[src/rtl/kbd_port_fifo.sv]
// Keyboard scancode FIFO behind a two-address CPU I/O port.
// Keyboard bytes are queued in a circular buffer. An F0 break prefix can be
// folded into bit 7 of the following byte. The CPU pops bytes from DATA_PORT
// and reads status from STAT_PORT. It writes STAT_PORT to set the interrupt
// enable and to flush the FIFO.
// Ports:
//   clock_cpu, reset_n       - clock, async active-low reset
//   port_address/read/write  - CPU I/O strobes and address
//   port_out                 - CPU write data
//   port_in                  - registered CPU read data (1-cycle latency)
//   port_ready               - always 1 outside reset
//   kb_hit/kb_data           - keyboard byte strobe and data
//   irq                      - registered interrupt level
module kbd_port_fifo #(
    parameter int unsigned DEPTH      = 16,
    parameter logic [15:0] DATA_PORT  = 16'h0060,
    parameter logic [15:0] STAT_PORT  = 16'h0064,
    parameter bit          FOLD_BREAK = 1'b1
) (
    input  logic        clock_cpu,
    input  logic        reset_n,
    input  logic [15:0] port_address,
    output logic [7:0]  port_in,
    input  logic [7:0]  port_out,
    input  logic        port_write,
    input  logic        port_read,
    output logic        port_ready,
    input  logic        kb_hit,
    input  logic [7:0]  kb_data,
    output logic        irq
);

    localparam int unsigned AW = (DEPTH > 1) ? $clog2(DEPTH) : 1;
    localparam int unsigned CW = $clog2(DEPTH + 1);
    localparam logic [7:0]  BREAK_PREFIX = 8'hF0;

    logic [7:0]    r_mem [DEPTH];
    logic [AW-1:0] r_wr_ptr;
    logic [AW-1:0] r_rd_ptr;
    logic [CW-1:0] r_count;
    logic          r_brk;
    logic          r_ovf;
    logic          r_irq_en;
    logic [7:0]    r_last;
    logic [7:0]    r_port_in;
    logic          r_irq;
    logic          r_ready;

    logic [7:0] w_head;
    logic       w_empty;
    logic       w_full;
    logic       w_data_rd;
    logic       w_stat_rd;
    logic       w_stat_wr;
    logic       w_flush;
    logic       w_pop;
    logic       w_prefix;
    logic       w_push_req;
    logic [7:0] w_push_byte;
    logic       w_push;
    logic       w_drop;
    logic [3:0] w_count_sat;
    logic [7:0] w_status;
    logic       w_unused;

    // Only bits [1:0] of a status write carry meaning.
    assign w_unused = ^port_out[7:2];

    // Decode strobes, push/pop qualification and status byte.
    always_comb begin
        w_head      = r_mem[r_rd_ptr];
        w_empty     = (r_count == '0);
        w_full      = (r_count == CW'(DEPTH));
        w_data_rd   = port_read && (port_address == DATA_PORT);
        w_stat_rd   = port_read && (port_address == STAT_PORT);
        w_stat_wr   = port_write && (port_address == STAT_PORT);
        w_flush     = w_stat_wr && port_out[0];
        w_pop       = w_data_rd && !w_empty;
        w_prefix    = FOLD_BREAK && kb_hit && (kb_data == BREAK_PREFIX);
        w_push_req  = kb_hit && !w_prefix;
        w_push_byte = (FOLD_BREAK && r_brk) ? (kb_data | 8'h80) : kb_data;
        // A same-cycle pop frees the slot, so a full FIFO still accepts the byte.
        w_push      = w_push_req && !w_flush && (!w_full || w_pop);
        w_drop      = w_push_req && !w_flush && w_full && !w_pop;
        w_count_sat = (32'(r_count) > 32'd15) ? 4'hF : 4'(r_count);
        w_status    = {w_count_sat, r_brk, r_irq_en, r_ovf, !w_empty};
    end

    // Storage array; contents are meaningless outside [rd_ptr, wr_ptr).
    always_ff @(posedge clock_cpu) begin
        if (w_push) begin
            r_mem[r_wr_ptr] <= w_push_byte;
        end
    end

    // FIFO control, flags and registered port outputs.
    always_ff @(posedge clock_cpu or negedge reset_n) begin
        if (!reset_n) begin
            r_wr_ptr  <= '0;
            r_rd_ptr  <= '0;
            r_count   <= '0;
            r_brk     <= 1'b0;
            r_ovf     <= 1'b0;
            r_irq_en  <= 1'b0;
            r_last    <= 8'hFF;
            r_port_in <= 8'hFF;
            r_irq     <= 1'b0;
            r_ready   <= 1'b1;
        end else begin
            r_ready <= 1'b1;
            r_irq   <= r_irq_en && !w_empty;

            if (w_stat_wr) begin
                r_irq_en <= port_out[1];
            end

            if (w_pop) begin
                r_last <= w_head;
            end

            if (port_read) begin
                if (w_data_rd) begin
                    r_port_in <= w_empty ? r_last : w_head;
                end else if (w_stat_rd) begin
                    r_port_in <= w_status;
                end else begin
                    r_port_in <= 8'hFF;
                end
            end

            if (w_flush) begin
                r_wr_ptr <= '0;
                r_rd_ptr <= '0;
                r_count  <= '0;
                r_brk    <= 1'b0;
                r_ovf    <= 1'b0;
            end else begin
                if (w_prefix) begin
                    r_brk <= 1'b1;
                end else if (w_push_req) begin
                    r_brk <= 1'b0;
                end

                // A fresh drop wins over the read-to-clear of the same cycle.
                if (w_drop) begin
                    r_ovf <= 1'b1;
                end else if (w_stat_rd) begin
                    r_ovf <= 1'b0;
                end

                if (w_push) begin
                    r_wr_ptr <= r_wr_ptr + AW'(1);
                end
                if (w_pop) begin
                    r_rd_ptr <= r_rd_ptr + AW'(1);
                end
                if (w_push && !w_pop) begin
                    r_count <= r_count + CW'(1);
                end else if (w_pop && !w_push) begin
                    r_count <= r_count - CW'(1);
                end
            end
        end
    end

    assign port_in    = r_port_in;
    assign irq        = r_irq;
    assign port_ready = r_ready;

endmodule

[config.mk]
export PLATFORM = sky130hd
export DESIGN_NAME = kbd_port_fifo
export DESIGN_NICKNAME = d
export VERILOG_FILES = /design/src/rtl/kbd_port_fifo.sv
export SDC_FILE = /design/constraint.sdc
export NUM_CORES = 1
export LEC_CHECK = 0
export BUFFER_PORTS_ARGS = -buffer_cell sky130_fd_sc_hd__buf_2
export CAP_MARGIN = 20
export CORE_UTILIZATION = 45
export DETAILED_ROUTE_END_ITERATION = 6
export SKIP_LAST_GASP = 1
export SYNTH_ARGS = -nofsm -noshare
export SYNTH_HDL_FRONTEND = slang
export SYNTH_SLANG_ARGS = --single-unit
[constraint.sdc]
create_clock -name clock_cpu -period 4.1 [get_ports clock_cpu]
set_input_delay 0.615 -clock clock_cpu [delete_from_list [all_inputs] [get_ports clock_cpu]]
set_output_delay 0.615 -clock clock_cpu [all_outputs]
set_load 0.01 [all_outputs]
# ---- Word level (Yosys, flattened, before mapping)
# Memories as Yosys holds them, arrays and structs flattened.
# Cells that the tools add are included.
# Widths: inputs -> output; s select.
dict set report word_totals {
  register_bits 33
  latch_bits 0
  ram_bits 128
  mem_bits_ro 0
  inputBits 37
  out_inout_bits 10
  word_cells 66
  n_memories 1
}
# name depth width read_ports rd_ports_with_merged_regs wr line_no
set mem_list {}
lappend mem_list {r_mem 16 8 1 0 1 37} ;# logic [7:0] r_mem [DEPTH];
dict set report op_classes {
  addsub 4
  n_mul 0
  div 0
  magnitude_cmp 1
  n_eq_ne 4
  shift 0
  muxes 20
  bitwise_logic 0
  n_reduce_logical 27
}
# cell n
set ops {}
lappend ops {{$eq 16x7->1 const B} 2}
lappend ops {{$mux 8} 4}
lappend ops {{$mux 4} 5}
lappend ops {{$mux 5} 3}
lappend ops {{$logic_and 1x1->1} 14}
lappend ops {{$reduce_bool 3->1} 3}
lappend ops {{$add 4x1->4 const B} 2}
lappend ops {{$eq 8x8->1 const B} 1}
lappend ops {{$mux 1} 8}
lappend ops {{$logic_not 1->1} 6}
lappend ops {{$add 5x1->5 const B} 1}
lappend ops {{$eq 5x5->1 const B} 1}
lappend ops {{$gt 5x4->1 const B} 1}
lappend ops {{$logic_not 5->1} 1}
lappend ops {{$sub 5x1->5 const B} 1}
lappend ops {{$reduce_bool 2->1} 2}
lappend ops {{$logic_or 1x1->1} 1}

# ---- Logic depth before layout (Yosys ltp)
dict set report depth {
  ltp_word 11
  mapped_depth 11
  ltp_nobuf 11
}

# ---- Worst setup path before layout
# No wires, ideal clock.
dict set report synth_timing {
  path_type {in2reg}
  start {input port_address[7]}
  end {register r_count[4]}
  setup_ns 0.077
  t_arrival_ns 3.723
  required_time_ns 4.023
  path_slack_ns 0.300
  cell_stages 11
  n_path_buf 0
  cell_sequence {or4b_1 -> or4_4 -> o21ai_4 -> nand2_4 -> or3b_1 -> fa_1 -> a21o_1 -> a211oi_1 -> nand4_1 -> a21o_1 -> a21oi_1}
}
dict set report synth_via {
  elab_chain_cells 9
  word_cells_on_any_way 17
  classes_between {2 x eq/ne; 2 x mux; 13 x reduce/logical}
}
# item line_no
set synth_rtl {}
lappend synth_rtl {{from (decl)} 22} ;# input logic [15:0] port_address,
lappend synth_rtl {{$eq 16x7->1} 76} ;# w_stat_wr = port_write && (port_address == STAT_PORT);
lappend synth_rtl {{$logic_and 1x1->1} 76}
lappend synth_rtl {{$logic_and 1x1->1} 77} ;# w_flush = w_stat_wr && port_out[0];
lappend synth_rtl {{$logic_not 1->1} 83} ;# w_push = w_push_req && !w_flush && (!w_full || w_pop);
lappend synth_rtl {{$logic_and 1x1->1 (2 in series)} 83}
lappend synth_rtl {{$logic_and 1x1->1 or $logic_not 1->1 (tied branches)} {157, 159}}
lappend synth_rtl {{$mux 5 or $logic_and 1x1->1 (tied branches)} {157, 159}}
lappend synth_rtl {{$mux 5 or $reduce_bool 3->1 (tied branches)} --}
lappend synth_rtl {{to (signal assigned)} 158} ;# r_count <= r_count + CW'(1);
lappend synth_rtl {{to (signal assigned)} 160} ;# r_count <= r_count - CW'(1);
lappend synth_rtl {{to (decl)} 40} ;# logic [CW-1:0] r_count;
# Parallel ways exist; a longest one is shown, timed or not.
# A chain may end at the register's enable or synchronous reset.

# ---- Worst setup path in the final report
dict set report layout_timing {
  start {input port_address[12]}
  end {register r_count[4]}
}
# The elaborated chain is that of the path after synthesis.

==> flow_metrics.py <==
metrics = {
    "power_and_ir_drop": {
        "power_density_nw_per_um2": 508,
        "leakagePower_nw": 2.76,
        "vdd_drop_max_mv": 0.316,
    },
    "clock_tree": {
        "post_cts_resized": 0,
        "cts_buffers": 17,
        "cts_root_buffer": "clkbuf_16",
        "ctsHoldBuffers": 0,
        "clkSinkCount": 161,
        "clkTransAtPathRegs_ns": 0.06,
        "htreeDepth": 4,
        "tritoncts": "yes",
        "cts_setup_buffers": 0,
        "clock_latency_ns": 0.42,
        "clockBufferDepth": 2,
    },
    "cells_and_area": {
        "diodes": 0,
        "multiInputGateArea_um2": 2210,
        "nets": 519,
        "drive_gt1_frac": 0.373,
        "stdcell_count": 673,
        "final_cell_mix": "edfxtp_1 (128), mux4_2 (40), buf_2 (39), buf_4 (26), nand2_1 (22)",
        "syn_to_final_growth_pct": 16.5,
        "layout_commonest_cell": "edfxtp_1",
        "n_fill_cell": 1188,
        "post-route-cell-area_um2": 8120,
        "seqCellArea_um2": 4690,
    },
    "setup_path": {
        "reg2reg_to": "r_count[4]$_DFFE_PN0P_",
        "reg2reg_depth": 11,
        "crit_path_start": "port_address[12]",
        "startpoint_type": "input pin",
        "worstPathArrival_ns": 3.95,
        "critPathKind": "in2reg",
        "cp-endpoint": "r_count[4]$_DFFE_PN0P_",
        "rrSetupSlack_ns": 0.61,
        "endpoint_kind": "register",
        "crit_path_max_fanout": 5,
        "rr_startpoint": "r_count[0]$_DFFE_PN0P_",
        "required_ns": 4.39,
    },
    "drt": {
        "via_count": 3904,
        "ant_nets": 0,
        "drt-initial-drc-count": 221,
        "via_per_inst": 5.80,
        "drc": 0,
        "firstDrtPassIters": 4,
        "wl_mm": 14.3,
        "wire_per_inst_um": 21.2,
    },
    "sta": {
        "setup_tns_ns": 0,
        "fmax_mhz": 273,
        "min_period_ns": 3.67,
        "hold_viol_final": 0,
        "setup_violations": 0,
        "worst_slew_pin_slew_ns": 0.760,
        "skew_ns": 0.00735,
        "slew_headroom": 0.494,
        "setup_ws_ns": 0.434,
        "rsz0062_at_grt": "no",
        "slew_viol_final": 0,
        "timing.final.crit_share": 0.894,
    },
    "placed_design": {
        "hpwl_mm": 9.68,
        "dp_cells": 641,
        "globalplace.congestion": 0.798,
        "placed_cell_area_um2": 7540,
        "port_buffers": 39,
        "pre_cts_ws_ns": 0.0165,
    },
    "die": {
        "die_y_um": 126,
        "core-area_um2": 15100,
        "std_cell_rows": 45,
        "die_area_um2": 16000,
        "start_util": 0.460,
        "ios": 47,
        "die_w_um": 126,
    },
    "min_path": {
        "hold_class": "in2async",
    },
    "synth": {
        "synth_cell_types": 53,
        "synth-seq-cells": 161,
        "syn_area_per_cell_um2": 17.0,
        "syn_inst": 411,
        "synth_top_flop_cell": "edfxtp_1",
        "synth_async_sr_flop_share": 0.205,
        "synth_nets": 458,
        "syn-cell-area_um2": 6970,
        "yosysWarnings": 0,
        "synth_edf_count": 128,
        "synth_seq_area_share": 0.673,
    },
    "global_route": {
        "overflow": 0,
        "grt_pass1_wl_mm": 22.8,
        "grt_max_degree": 34,
        "grt_pass1_vias": 4002,
        "grt_antenna_before_repair": 0,
        "grt.total_usage": 0.195,
    },
    "outcome": {
        "status": "completed",
    },
    "job": {
        "maxCapViolations": 0,
    },
}
-- worst max-delay path, cell delays in order --
cell and delay (ns):
buf_2 0.10, or4_4 0.55, or4_4 0.60, o21ai_4 0.22, nand2_4 0.06, or3b_1 0.47
fa_1 0.43, a21o_1 0.22, a21oi_1 0.24, nand4_1 0.13, a31oi_1 0.22, a21oi_1 0.09
-- stage by stage --
stage                     power [mW]  hold WS (ns)   util
after floorplan                 2.40         0.319      -
after global placement          2.59         0.441  0.498
after detailed placement        2.62         0.445  0.498
after CTS                       4.16         0.272  0.536
after global routing            4.30         0.305  0.536
final                           4.12         0.261  0.536
-- synthesized netlist by cell type, drive strengths merged, types with 10 or more instances --
master / number / area [µm²]
nand2: 23 / 93.8
nand2b: 11 / 68.8
edfxtp: 128 / 3840
buf: 13 / 71.3
clkbuf: 10 / 37.5
nor2: 10 / 40.0
mux4: 40 / 901
dfstp: 16 / 420
nor4: 20 / 175
o21ai: 10 / 61.3
nand3: 16 / 80.1
dfrtp: 17 / 425
a21oi: 12 / 60.1
-- flip-flops by register name, summed over array words and instances (netlist names) --
signal,cells
r_brk,1
r_wr_ptr,4
r_last,8
r_irq_en,1
port_in,8
r_rd_ptr,4
irq,1
r_mem,128
r_count,5
r_ovf,1
-- power by group --
| group | internal (mW) | total, mW | switching (mW) |
|---|---|---|---|
| Clock | 0.856 | 1.53 | 0.676 |
| Sequential | 1.93 | 2.05 | 0.116 |
| Combinational | 0.225 | 0.541 | 0.316 |
| Total | 3.01 | 4.12 | 1.11 |
-- layout make-up --
cell class,instances,share of cell area
inverters,4,0.00185
well taps,188,0.0290
clock buffers,17,0.0524
repair buffers,65,0.0481
flip-flops and latches,161,0.578
multi-input cells,223,0.272
clock inverters,15,0.0185
-- worst min path at each step --
stage	from	end	slack, ns	cells after the start
global route	reset_n	r_ovf$_DFFE_PN0P_	0.30	1
finish	reset_n	r_count[1]$_DFFE_PN0P_	0.26	1
floorplan	reset_n	irq$_DFF_PN0_	0.32	0
global placement	r_last[5]$_DFFE_PN1P_	r_last[5]$_DFFE_PN1P_	0.44	2
CTS	reset_n	r_count[1]$_DFFE_PN0P_	0.27	1
detailed placement	r_last[6]$_DFFE_PN1P_	r_last[6]$_DFFE_PN1P_	0.44	2
-- cell families (layout without fill, tap and decap cells) --
logic type               count (synthesis)  in the layout  share of synthesized area
multiplexers                            45             45                      0.137
XOR/XNOR                                 4              4                    0.00503
AND/OR/NAND/NOR                        119            119                      0.103
other                                    1              1                   0.000538
buffers and inverters                   27            101                     0.0178
adder cells (fa/ha/maj)                 10             10                     0.0190
flip-flops                             161            161                      0.673
AO/OA/AOI/OAI                           44             44                     0.0449
-- per-layer routing --
layer	vias up	global-route usage	wire length [µm]
li1	1789	-	-
met1	2029	0.258	6210
met2	72	0.323	7310
met3	14	0.0434	627
met4	0	0.0588	151
met5	-	0	0
Note: power is estimated with default switching activity, not from simulation.
